$ cat config.mk
export PLATFORM = sky130hd
export DESIGN_NAME = wb_stage
export DESIGN_NICKNAME = d
export VERILOG_FILES = /design/src/rtl/wb_stage.sv
export SDC_FILE = /design/constraint.sdc
export NUM_CORES = 1
export LEC_CHECK = 0
export ABC_AREA = 0
export BUFFER_PORTS_ARGS = -buffer_cell sky130_fd_sc_hd__buf_2
export CAP_MARGIN = 15
export CORE_ASPECT_RATIO = 1.1
export CORE_MARGIN = 3
export CORE_UTILIZATION = 50
export DETAILED_ROUTE_END_ITERATION = 12
export PLACE_DENSITY = 0.8
export SYNTH_ARGS = -nofsm -noshare
export SYNTH_HDL_FRONTEND = slang
export SYNTH_SLANG_ARGS = --single-unit
$ cat constraint.sdc
create_clock -name clk -period 2.9 [get_ports clk]
set_input_delay 0.29 -clock clk [delete_from_list [all_inputs] [get_ports clk]]
set_output_delay 0.29 -clock clk [all_outputs]
set_load 0.05 [all_outputs]
$ cat src/rtl/wb_stage.sv
// ============================================================================
// Module   : wb_stage
// Purpose  : Write-back stage of the single-issue MIPS core. It holds the
//            MEM/WB pipeline register (with hold and flush), decodes the
//            destination register, selects the write-back data, and drives
//            the only write port of the general register file. It also
//            exposes the in-flight write for operand bypass, keeps a count
//            of retired entries, and flags undecodable instructions.
// Ports    : clk, reset          - clock, synchronous active-high reset
//            in_valid/in_ready   - upstream handshake (in_ready = !wb_hold)
//            in_pc/instr/alu/dm  - instruction payload from the memory stage
//            wb_hold, flush      - stall / discard controls
//            grf_*               - register-file write port and write trace
//            fwd_*               - bypass view of the pending write
//            illegal, retired    - retire-side status
// Revision : 1.0 - initial release
// ============================================================================
`default_nettype none

module wb_stage (
  input  logic        clk,
  input  logic        reset,
  input  logic        in_valid,
  output logic        in_ready,
  input  logic [31:0] in_pc,
  input  logic [31:0] in_instr,
  input  logic [31:0] in_alu,
  input  logic [31:0] in_dm,
  input  logic        wb_hold,
  input  logic        flush,
  output logic        grf_we,
  output logic [4:0]  grf_waddr,
  output logic [31:0] grf_wdata,
  output logic [31:0] grf_wpc,
  output logic        fwd_valid,
  output logic [4:0]  fwd_addr,
  output logic [31:0] fwd_data,
  output logic        illegal,
  output logic [31:0] retired
);

  localparam logic [4:0] c_RA = 5'd31;

  logic        r_valid;
  logic [31:0] r_pc;
  logic [31:0] r_instr;
  logic [31:0] r_alu;
  logic [31:0] r_dm;
  logic [31:0] r_retired;
  logic        r_illegal;

  logic        w_writes;
  logic [4:0]  w_addr;
  logic [31:0] w_data;
  logic        w_undecodable;
  logic        w_vw;
  logic        w_retire;

  // An entry retires on the first edge where it is neither stalled nor
  // discarded.
  assign w_retire = r_valid && !wb_hold && !flush;

  always_ff @(posedge clk) begin
    if (reset) begin
      r_valid   <= 1'b0;
      r_pc      <= '0;
      r_instr   <= '0;
      r_alu     <= '0;
      r_dm      <= '0;
      r_retired <= '0;
      r_illegal <= 1'b0;
    end else begin
      r_illegal <= 1'b0;
      if (w_retire) begin
        r_retired <= r_retired + 32'd1;
        r_illegal <= w_undecodable;
      end
      if (flush) begin
        // Data registers are left as-is; only the valid bit matters.
        r_valid <= 1'b0;
      end else if (!wb_hold) begin
        r_valid <= in_valid;
        if (in_valid) begin
          r_pc    <= in_pc;
          r_instr <= in_instr;
          r_alu   <= in_alu;
          r_dm    <= in_dm;
        end
      end
    end
  end

  // Destination / data decode from the registered instruction word.
  always_comb begin
    w_writes      = 1'b0;
    w_addr        = 5'd0;
    w_data        = 32'd0;
    w_undecodable = 1'b0;
    case (r_instr[31:26])
      6'b000000: begin
        if (r_instr != 32'd0) begin
          case (r_instr[5:0])
            6'b100001, 6'b100011: begin
              w_writes = 1'b1;
              w_addr   = r_instr[15:11];
              w_data   = r_alu;
            end
            6'b001000: ;
            default:   w_undecodable = 1'b1;
          endcase
        end
      end
      6'b001101, 6'b001111: begin
        w_writes = 1'b1;
        w_addr   = r_instr[20:16];
        w_data   = r_alu;
      end
      6'b100011: begin
        w_writes = 1'b1;
        w_addr   = r_instr[20:16];
        w_data   = r_dm;
      end
      6'b101011, 6'b000100: ;
      6'b000011: begin
        w_writes = 1'b1;
        w_addr   = c_RA;
        w_data   = r_pc + 32'd4;
      end
      default: w_undecodable = 1'b1;
    endcase
  end

  assign w_vw      = r_valid && w_writes;
  assign grf_waddr = w_vw ? w_addr : 5'd0;
  assign grf_wdata = w_vw ? w_data : 32'd0;
  assign grf_wpc   = w_vw ? r_pc   : 32'd0;

  // Bypass ignores wb_hold so stalled consumers still see the pending value;
  // writes to $0 are never issued nor forwarded.
  assign fwd_valid = w_vw && (w_addr != 5'd0);
  assign fwd_addr  = grf_waddr;
  assign fwd_data  = grf_wdata;
  assign grf_we    = fwd_valid && !wb_hold;

  assign in_ready  = !wb_hold;
  assign illegal   = r_illegal;
  assign retired   = r_retired;

endmodule

`default_nettype wire
==> key figures <==
Outcome
  – Outcome: complete, but fails checks
  – Failing checks: negative setup slack

Synthesis
  – Post-synth EDFFs: 0
  – Most numerous cell in the Yosys netlist: nand2_1
  – Synth area leaders: dfxtp_1 41%, nand2_1 13%, a21oi_1 9.7%
  – Synthesized area: 0.00785 mm^2
  – #FFs+latches synth: 162
  – Share of the synthesized area in the top cell type: 41.3%
  – Synth warnings: 0
  – Post-Syn Instances: 1047
  – Predominant post-synthesis flop cell: dfxtp_1
  – Post-synth cell types: 50
  – Synth Net Count: 1182
  – List of most frequent post-synthesis cells: 279 x nand2_1, 162 x dfxtp_1, 152 x a21oi_1
  – Post-synth ARST share: 0%
  – Avg Inst Size Synth: 7.50 um^2
  – Largest area contributor in the netlist: dfxtp_1
  – Register area share after synthesis: 41.3%

Clock tree
  – H-tree Lvls: 4
  – Num CTS Buffers: 17
  – Cts hold-fix bufs: 0
  – CTS sink cnt: 162
  – Max clock buf depth: 2
  – Clk slew on worst S/H paths: 0.06 ns
  – Skew-Pair Late Insertion Delay: 0.43 ns
  – Root Buffer: clkbuf_16
  – CTS tree: built

STA
  – Max Transition Viols Final: 0
  – Final setup fails: 2
  – Max Freq: 326 MHz
  – Period minus WS final: 3.07 ns
  – Setup ws final: -0.168 ns
  – Slew @ Worst Pin: 0.613 ns
  – Final hold vios: 0
  – Slew HR: 59.1%
  – Worst Clk Skew: 0.00671 ns
  – RSZ-0062 raised after global routing: yes
  – Final period utilization: 106%

Place
  – DP HPWL: 17.5 mm
  – Cell Area, Placed: 0.00950 mm^2
  – GPL Wtd Cong: 0.904
  – Buffers on Ports: 274
  – Place WS: 0.116 ns
  – DP Cell Count: 1445

Routing
  – Residual DRC: 0
  – Initial DRC Count: 795
  – Post-route antenna net violation count: 0
  – Post-Route WL: 25.0 mm
  – Avg Vias per Cell: 5.67
  – Routed length per placed instance: 16.9 um
  – 1st-pass router iterations: 6
  – DR vias: 8376

Critical path
  – Setup CP Type: reg -> out
  – Worst Path Max Fanout: 4
  – Startpoint Class: flop
  – Critical path arrival: 2.78 ns
  – Worst Path Required: 2.61 ns
  – Crit. End Element: output pin
  – Flop-to-flop setup slack: 0.73 ns

Floorplan
  – Initial core utilization: 51.6%
  – Full die area: 0.0172 mm^2
  – # rows: 47
  – Die W: 125 um
  – Die span in y: 137 um
  – Core area: 0.0152 mm^2
  – Boundary Pins: 275

Finish
  – # diodes: 0
  – Layout Cells excl Fill: 1478
  – Share of post-route cells with drive strength above 1: 33.8%
  – Seq. cell area: 0.00327 mm^2
  – Nets@finish: 1404
  – Layout area overhead: 32.4%
  – Multi-input gate area: 0.00433 mm^2
  – Layout Utilization: 68.3%
  – Cell area after layout: 0.0104 mm^2
  – Filler cell count in the final layout: 1265

Global route
  – Vias in the first global route: 7835
  – Total GRT Usage: 27.7%
  – Pin count of the biggest net entering global routing: 129
  – Initial antenna violation count: 3
  – First-pass GRT wire length: 38.8 mm
  – GRT overflow: 0

Power
  – Peak VDD IR: 365 uV
  – Final Total Pwr: 4.92 mW
  – Power density over the cells: 473 mW/mm^2
  – Leak Pwr: 4.03 nW

Run
  – Max-cap violation count: 0

Min path
  – Worst min path class: in -> reg
## worst max-delay path, stage by stage (launching register included)
cell	delay [ns]
dfxtp_2	0.35
nand2_2	0.09
or4_4	0.54
or4b_4	0.50
or4_4	0.44
a31oi_4	0.23
buf_6	0.19
## placed cells by master (no fill, tap or decap), types with 15 or more instances in the layout
cell type | synthesis | layout
dfxtp_1 | 162 | 149
buf_4 | 37 | 45
nand2_1 | 279 | 278
clkbuf_4 | 0 | 17
buf_2 | 4 | 234
inv_1 | 17 | 17
xnor2_1 | 27 | 27
a22oi_1 | 19 | 19
nor2_2 | 0 | 19
nor4_1 | 22 | 20
a21oi_1 | 152 | 142
and2_1 | 28 | 28
nor2_1 | 55 | 35
a222oi_1 | 15 | 15
clkbuf_16 | 0 | 17
## cell type report
type                       instances  area share [%]
multi-input combinational        757            41.7
timing repair buffer             314            18.2
sequential                       162            31.5
tap                              196            2.36
clock inverter                    14            1.49
clock buffer                      18            4.22
inverter                          17           0.614
## metrics by stage
| step | hold WS (ns) | TNS (ns) |
|---|---|---|
| CTS | 0.0799 | -0.548 |
| finish | 0.0908 | -0.334 |
| global placement | 0.442 | 0 |
| global route | 0.0897 | -0.559 |
| detailed placement | 0.446 | 0 |
| floorplan | 0.369 | -0.578 |
## cells by family (layout without fill, tap and decap cells)
family                   count (synthesis)  in the layout  share of synthesized area (%)
adder cells (fa/ha/maj)                  2              2                          0.319
multiplexers                             3              3                          0.398
buffers and inverters                  128            363                           7.95
AND/OR/NAND/NOR                        476            476                           27.9
AO/OA/AOI/OAI                          244            244                           18.6
XOR/XNOR                                32             32                           3.57
flip-flops                             162            162                           41.3
## sequential cells by signal (all words and copies together), names as in the netlist
signal,cells
r_dm,32
r_instr,32
r_pc,32
r_alu,32
illegal,1
r_valid,1
retired,32
## timing repair
| action | CTS | global route |
|---|---|---|
| endpoints found under the setup margin | 100 | 105 |
| buffers inserted | 0 | 1 |
| hold endpoints to repair | 0 | 0 |
| pin swaps | 3 | 6 |
| gates resized for setup | 42 | 66 |
## power by group
group / internal [mW] / switching [mW] / leakage, nW
Sequential: 2.28 / 0.0488 / 1.32
Clock: 1.30 / 0.954 / 0.276
Combinational: 0.145 / 0.187 / 2.44
## metal layers
metal	track usage, %	routed length [um]
met5	0	42
met4	9.10	503
met3	7.25	1840
met2	49.2	12800
met1	32.6	9870
## worst paths after layout
path / start / end / cells after the start
worst max-delay path: r_pc[21] / grf_wdata[29] / 6
worst min-delay path: in_pc[6] / r_pc[6] / 3
worst max register to register: r_valid / retired[26] / 5
worst min register to register: r_alu[1] / r_alu[1] / 2
No activity file was read; power rests on OpenSTA's default activity.
